--- src/rtl/cacheline_adaptor.sv ---
// Cache-line to burst-memory adaptor: splits a line write into BEATS memory beats and assembles BEATS read beats into a line.
// Optional transaction counters are enabled with `define CACHELINE_ADAPTOR_PERF_EN.
module cacheline_adaptor #(
    parameter int LINE_WIDTH  = 256,
    parameter int BURST_WIDTH = 64
) (
    input  logic                   clk,
    input  logic                   rst,
    input  logic [LINE_WIDTH-1:0]  line_i,
    output logic [LINE_WIDTH-1:0]  line_o,
    input  logic [31:0]            address_i,
    input  logic                   read_i,
    input  logic                   write_i,
    output logic                   resp_o,
    input  logic [BURST_WIDTH-1:0] burst_i,
    output logic [BURST_WIDTH-1:0] burst_o,
    output logic [31:0]            address_o,
    output logic                   read_o,
    output logic                   write_o,
    input  logic                   resp_i,
    output logic [31:0]            rd_count_o,
    output logic [31:0]            wr_count_o
);

    localparam int BEATS = LINE_WIDTH / BURST_WIDTH;
    localparam int CNT_W = (BEATS > 1) ? $clog2(BEATS) : 1;
    localparam logic [CNT_W-1:0] LAST_BEAT = CNT_W'(BEATS - 1);

    typedef enum logic [2:0] {
        IDLE     = 3'd0,
        RD_BURST = 3'd1,
        RD_DONE  = 3'd2,
        WR_BURST = 3'd3,
        WR_DONE  = 3'd4
    } state_e;

    state_e                  state_q, state_d;
    logic [CNT_W-1:0]        cnt_q, cnt_d;
    logic [31:0]             addr_q, addr_d;
    logic [LINE_WIDTH-1:0]   wr_buf_q, wr_buf_d;
    logic [LINE_WIDTH-1:0]   rd_buf_q, rd_buf_d;
    logic [LINE_WIDTH-1:0]   line_q, line_d;
    logic [BURST_WIDTH-1:0]  burst_q, burst_d;
    logic                    read_q, read_d;
    logic                    write_q, write_d;
    logic                    resp_q, resp_d;

    // Next-state, datapath and next-output computation.
    always_comb begin
        state_d  = state_q;
        cnt_d    = cnt_q;
        addr_d   = addr_q;
        wr_buf_d = wr_buf_q;
        rd_buf_d = rd_buf_q;
        line_d   = line_q;

        case (state_q)
            IDLE: begin
                // Line aligned address: the low five bits select a byte inside the line.
                if (write_i) begin
                    state_d  = WR_BURST;
                    addr_d   = address_i & 32'hFFFF_FFE0;
                    wr_buf_d = line_i;
                    cnt_d    = '0;
                end else if (read_i) begin
                    state_d  = RD_BURST;
                    addr_d   = address_i & 32'hFFFF_FFE0;
                    cnt_d    = '0;
                end else begin
                    state_d  = IDLE;
                end
            end
            RD_BURST: begin
                if (resp_i) begin
                    rd_buf_d[int'(cnt_q) * BURST_WIDTH +: BURST_WIDTH] = burst_i;
                    cnt_d = cnt_q + CNT_W'(1);
                    // line_o only changes once a whole line has arrived.
                    if (cnt_q == LAST_BEAT) begin
                        state_d = RD_DONE;
                        line_d  = rd_buf_d;
                    end else begin
                        state_d = RD_BURST;
                    end
                end else begin
                    state_d = RD_BURST;
                end
            end
            RD_DONE: begin
                state_d = IDLE;
            end
            WR_BURST: begin
                if (resp_i) begin
                    cnt_d = cnt_q + CNT_W'(1);
                    if (cnt_q == LAST_BEAT) begin
                        state_d = WR_DONE;
                    end else begin
                        state_d = WR_BURST;
                    end
                end else begin
                    state_d = WR_BURST;
                end
            end
            WR_DONE: begin
                state_d = IDLE;
            end
            default: begin
                state_d = IDLE;
                cnt_d   = '0;
            end
        endcase

        // Outputs are decoded from the next state so they leave a flop cleanly.
        read_d  = (state_d == RD_BURST);
        write_d = (state_d == WR_BURST);
        resp_d  = (state_d == RD_DONE) || (state_d == WR_DONE);
        if (state_d == WR_BURST) begin
            burst_d = wr_buf_d[int'(cnt_d) * BURST_WIDTH +: BURST_WIDTH];
        end else begin
            burst_d = '0;
        end
    end

    // State, datapath and output registers.
    always_ff @(posedge clk or posedge rst) begin
        if (rst) begin
            state_q  <= IDLE;
            cnt_q    <= '0;
            addr_q   <= 32'd0;
            wr_buf_q <= '0;
            rd_buf_q <= '0;
            line_q   <= '0;
            burst_q  <= '0;
            read_q   <= 1'b0;
            write_q  <= 1'b0;
            resp_q   <= 1'b0;
        end else begin
            state_q  <= state_d;
            cnt_q    <= cnt_d;
            addr_q   <= addr_d;
            wr_buf_q <= wr_buf_d;
            rd_buf_q <= rd_buf_d;
            line_q   <= line_d;
            burst_q  <= burst_d;
            read_q   <= read_d;
            write_q  <= write_d;
            resp_q   <= resp_d;
        end
    end

    assign line_o    = line_q;
    assign burst_o   = burst_q;
    assign address_o = addr_q;
    assign read_o    = read_q;
    assign write_o   = write_q;
    assign resp_o    = resp_q;

`ifdef CACHELINE_ADAPTOR_PERF_EN
    logic [31:0] rd_count_q, rd_count_d;
    logic [31:0] wr_count_q, wr_count_d;

    // Count each completed transaction during its resp_o cycle; wraps naturally.
    always_comb begin
        rd_count_d = rd_count_q;
        wr_count_d = wr_count_q;
        if (state_q == RD_DONE) begin
            rd_count_d = rd_count_q + 32'd1;
        end else if (state_q == WR_DONE) begin
            wr_count_d = wr_count_q + 32'd1;
        end else begin
            rd_count_d = rd_count_q;
        end
    end

    // Transaction counter registers.
    always_ff @(posedge clk or posedge rst) begin
        if (rst) begin
            rd_count_q <= 32'd0;
            wr_count_q <= 32'd0;
        end else begin
            rd_count_q <= rd_count_d;
            wr_count_q <= wr_count_d;
        end
    end

    assign rd_count_o = rd_count_q;
    assign wr_count_o = wr_count_q;
`else
    assign rd_count_o = 32'd0;
    assign wr_count_o = 32'd0;
`endif

endmodule
--- config.mk ---
export PLATFORM = sky130hd
export DESIGN_NAME = cacheline_adaptor
export DESIGN_NICKNAME = d
export VERILOG_FILES = /design/src/rtl/cacheline_adaptor.sv
export SDC_FILE = /design/constraint.sdc
export NUM_CORES = 2
export LEC_CHECK = 0
export ABC_AREA = 1
export BUFFER_PORTS_ARGS = -buffer_cell sky130_fd_sc_hd__buf_2
export CORE_AREA = 4 4 296 298
export DETAILED_ROUTE_END_ITERATION = 10
export DIE_AREA = 0 0 300 302
export PLACE_DENSITY_LB_ADDON = 0.15
export SYNTH_ARGS = -nofsm -noshare
export SYNTH_HDL_FRONTEND = slang
export SYNTH_SLANG_ARGS = --single-unit
--- constraint.sdc ---
create_clock -name clk -period 52.3 [get_ports clk]
set_input_delay 10.46 -clock clk [delete_from_list [all_inputs] [get_ports clk]]
set_output_delay 10.46 -clock clk [all_outputs]
set_load 0.02 [all_outputs]
==> results.cfg <==
[sta]
slew_headroom_pct = 25.87
fin_hold_ws_ps = 463.3
hold_violations = 0
rsz0062_at_grt = false
fin_crit_sh_pct = 27.43
fmax_mhz = 69.71
tightest_slew_ps = 1112
fin_crit_ps = 14340
finClkSkew_ps = 27.69
finalSetupViolCount = 0
drv_slew = 0
tns_ps = 0

[final_layout]
most-common-layout-cells = nand2_1 (1634), dfrtp_1 (802), buf_2 (701)
layout_commonest_cell = nand2_1
finish.utilization_pct = 49.66
final_layout_size_suffix_gt1_share_pct = 19.86
fin_nets = 5125
multiInputGateArea_mm2 = 0.01243
fill_cells = 8317
final_area_mm2 = 0.04215
areaGrowthSynthToFinish_pct = 19.46
ff_latch_area_mm2 = 0.02010
finalNonFillerCells = 5987

[worst_setup_path]
end_kind = register
path_class = in2reg
cp_max_fo = 100
required_ps = 52850
startpoint_type = input pin
cp.arrival_ps = 14890

[synthesis]
synth_area_leaders = dfrtp_1 (57%), nand2_1 (17%), inv_1 (3.6%)
yosys.area.top_type = dfrtp_1
synth_area_per_cell_um2 = 8.365
ys_types = 30
synth_flop_cell = dfrtp_1
async_reset_ff_share_pct = 100.0
synth_seq_cells = 803
ys_warn_count = 0
syn_area_mm2 = 0.03528
yosysTopAreaCellShare_pct = 56.95
synth_seq_area_share_pct = 56.95
netlist_instances = 4218
synth_edf_count = 0

[power_and_ir_drop]
peakVddDrop_uv = 46.42
power.leakage_nw = 22.34
p_per_area_mw_per_mm2 = 64.49

[floorplan]
dieWidth_um = 300
io-pin-count = 776
start_util_pct = 41.57
core_mm2 = 0.08488
die_y_um = 302
rows = 107
dieArea_mm2 = 0.09060

[clock_tree]
cts_max_level = 3
clkSlewWorstSetupHoldPaths_ps = 50
post-cts-setup-buffers = 0
cts_tree = done
clock-sinks = 803
insertion_delay_ps = 640
cts_buffer_depth = 3
postCtsHoldBufs = 0
cts_root_buffer = clkbuf_16
post_cts_resized = 0
cts_buffers = 90

[placement]
port_buffers = 701
placed_area_mm2 = 0.03914
placed_cells = 5815
gp_congestion = 0.8513
place_hpwl_um = 79930

[detailed_routing]
antenna_left = 0
via_count = 30020
drt_iter0_drc = 2463
drc_errors = 0
wirelength_um = 123200
dr.pass1.iters = 6
wl_per_cell_um = 20.57
viasPerCell = 5.015

[global_route]
grt_pass1_wl_um = 182600
antenna_found_initial = 13
grt_util_all_layers_pct = 26.38
gr-total-overflow = 0
grt_max_degree = 244
grt_pass1_vias = 28800

[run_status]
status = completed

[worst_hold_path]
hold_path.class = reg2reg

[flow_run]
cap_violations = 0
-- Yosys cell counts, types with 27 or more instances --
| cell | number |
|---|---|
| o21ai_1 | 81 |
| inv_1 | 340 |
| dfrtp_1 | 803 |
| mux2_2 | 27 |
| clkbuf_1 | 106 |
| nand2_1 | 1636 |
| o22ai_1 | 143 |
| nand4_1 | 96 |
| nand3_1 | 191 |
| buf_4 | 69 |
| o21ai_0 | 213 |
| o32ai_1 | 49 |
| nor2_1 | 194 |
| buf_2 | 166 |
-- stage by stage --
step	power, mW	setup WS [ps]
floorplan	1.680	19290
global placement	2.079	37400
detailed placement	2.094	37450
CTS	2.746	38120
global route	2.897	37730
finish	2.718	37960
-- layout make-up --
class                   instances  area share (%)
clock inverters                23          0.6441
well taps                    1144           3.396
multi-input cells            2778           29.49
flip-flops and latches        803           47.67
repair buffers                742           9.142
diodes                         10         0.05937
clock buffers                 139           6.447
inverters                     348           3.146
-- flip-flops by register name, indices dropped and copies added, names as in the netlist, 2 cells and up --
register	count
cnt_q	2
wr_buf_q	256
rd_buf_q	192
address_o	27
state_q	3
line_o	256
burst_o	64
-- logic make-up (layout without fill, tap and decap cells) --
logic type      count (synthesis)  count (layout)  synth area share [%]
mux                            27              27                0.8617
fa+ha+maj                       5               5                0.1773
compound gates                490             490                 8.007
simple gates                 2187            2187                 25.17
buf+inv                       705            1252                 8.826
other cells                     1              79               0.01063
flops                         803             803                 56.95
-- metal layers --
metal  global-route usage [%]  share of wire [%]  vias up
met5                        0              0.040        -
met1                    33.84                 41    14580
met3                    6.187                7.1      186
met4                    11.68                4.5        6
li1                         -                  -    14310
met2                    42.96                 48      945
-- path summary, 6_finish.rpt --
check                      slack [ps]     endpoint  depth (start not counted)   startpoint
max                             37960  burst_o[12]                         11      write_i
min                               460  line_o[216]                          2  line_o[216]
max reg2reg                     47240  burst_o[12]                         11   state_q[1]
min reg2reg                       460  line_o[216]                          2  line_o[216]
max in group asynchronous       39480   line_o[20]                          5          rst
min in group asynchronous        9970  line_o[251]                          2          rst
-- critical path, cell delays in order --
cell	delay (ps)
buf_2	70
buf_4	580
nand3_4	870
inv_6	1000
buf_4	920
nand2_1	230
nand2_1	180
nand3_1	80
nand2_1	110
nor2_1	50
nor2_1	110
-- where the power goes --
| group | internal (mW) | total [mW] | switching [mW] |
|---|---|---|---|
| Clock | 0.378 | 0.642 | 0.264 |
| Combinational | 0.308 | 1.14 | 0.828 |
| Sequential | 0.851 | 0.940 | 0.0888 |
| Total | 1.54 | 2.72 | 1.18 |
Power figures use the tool's default switching activity.
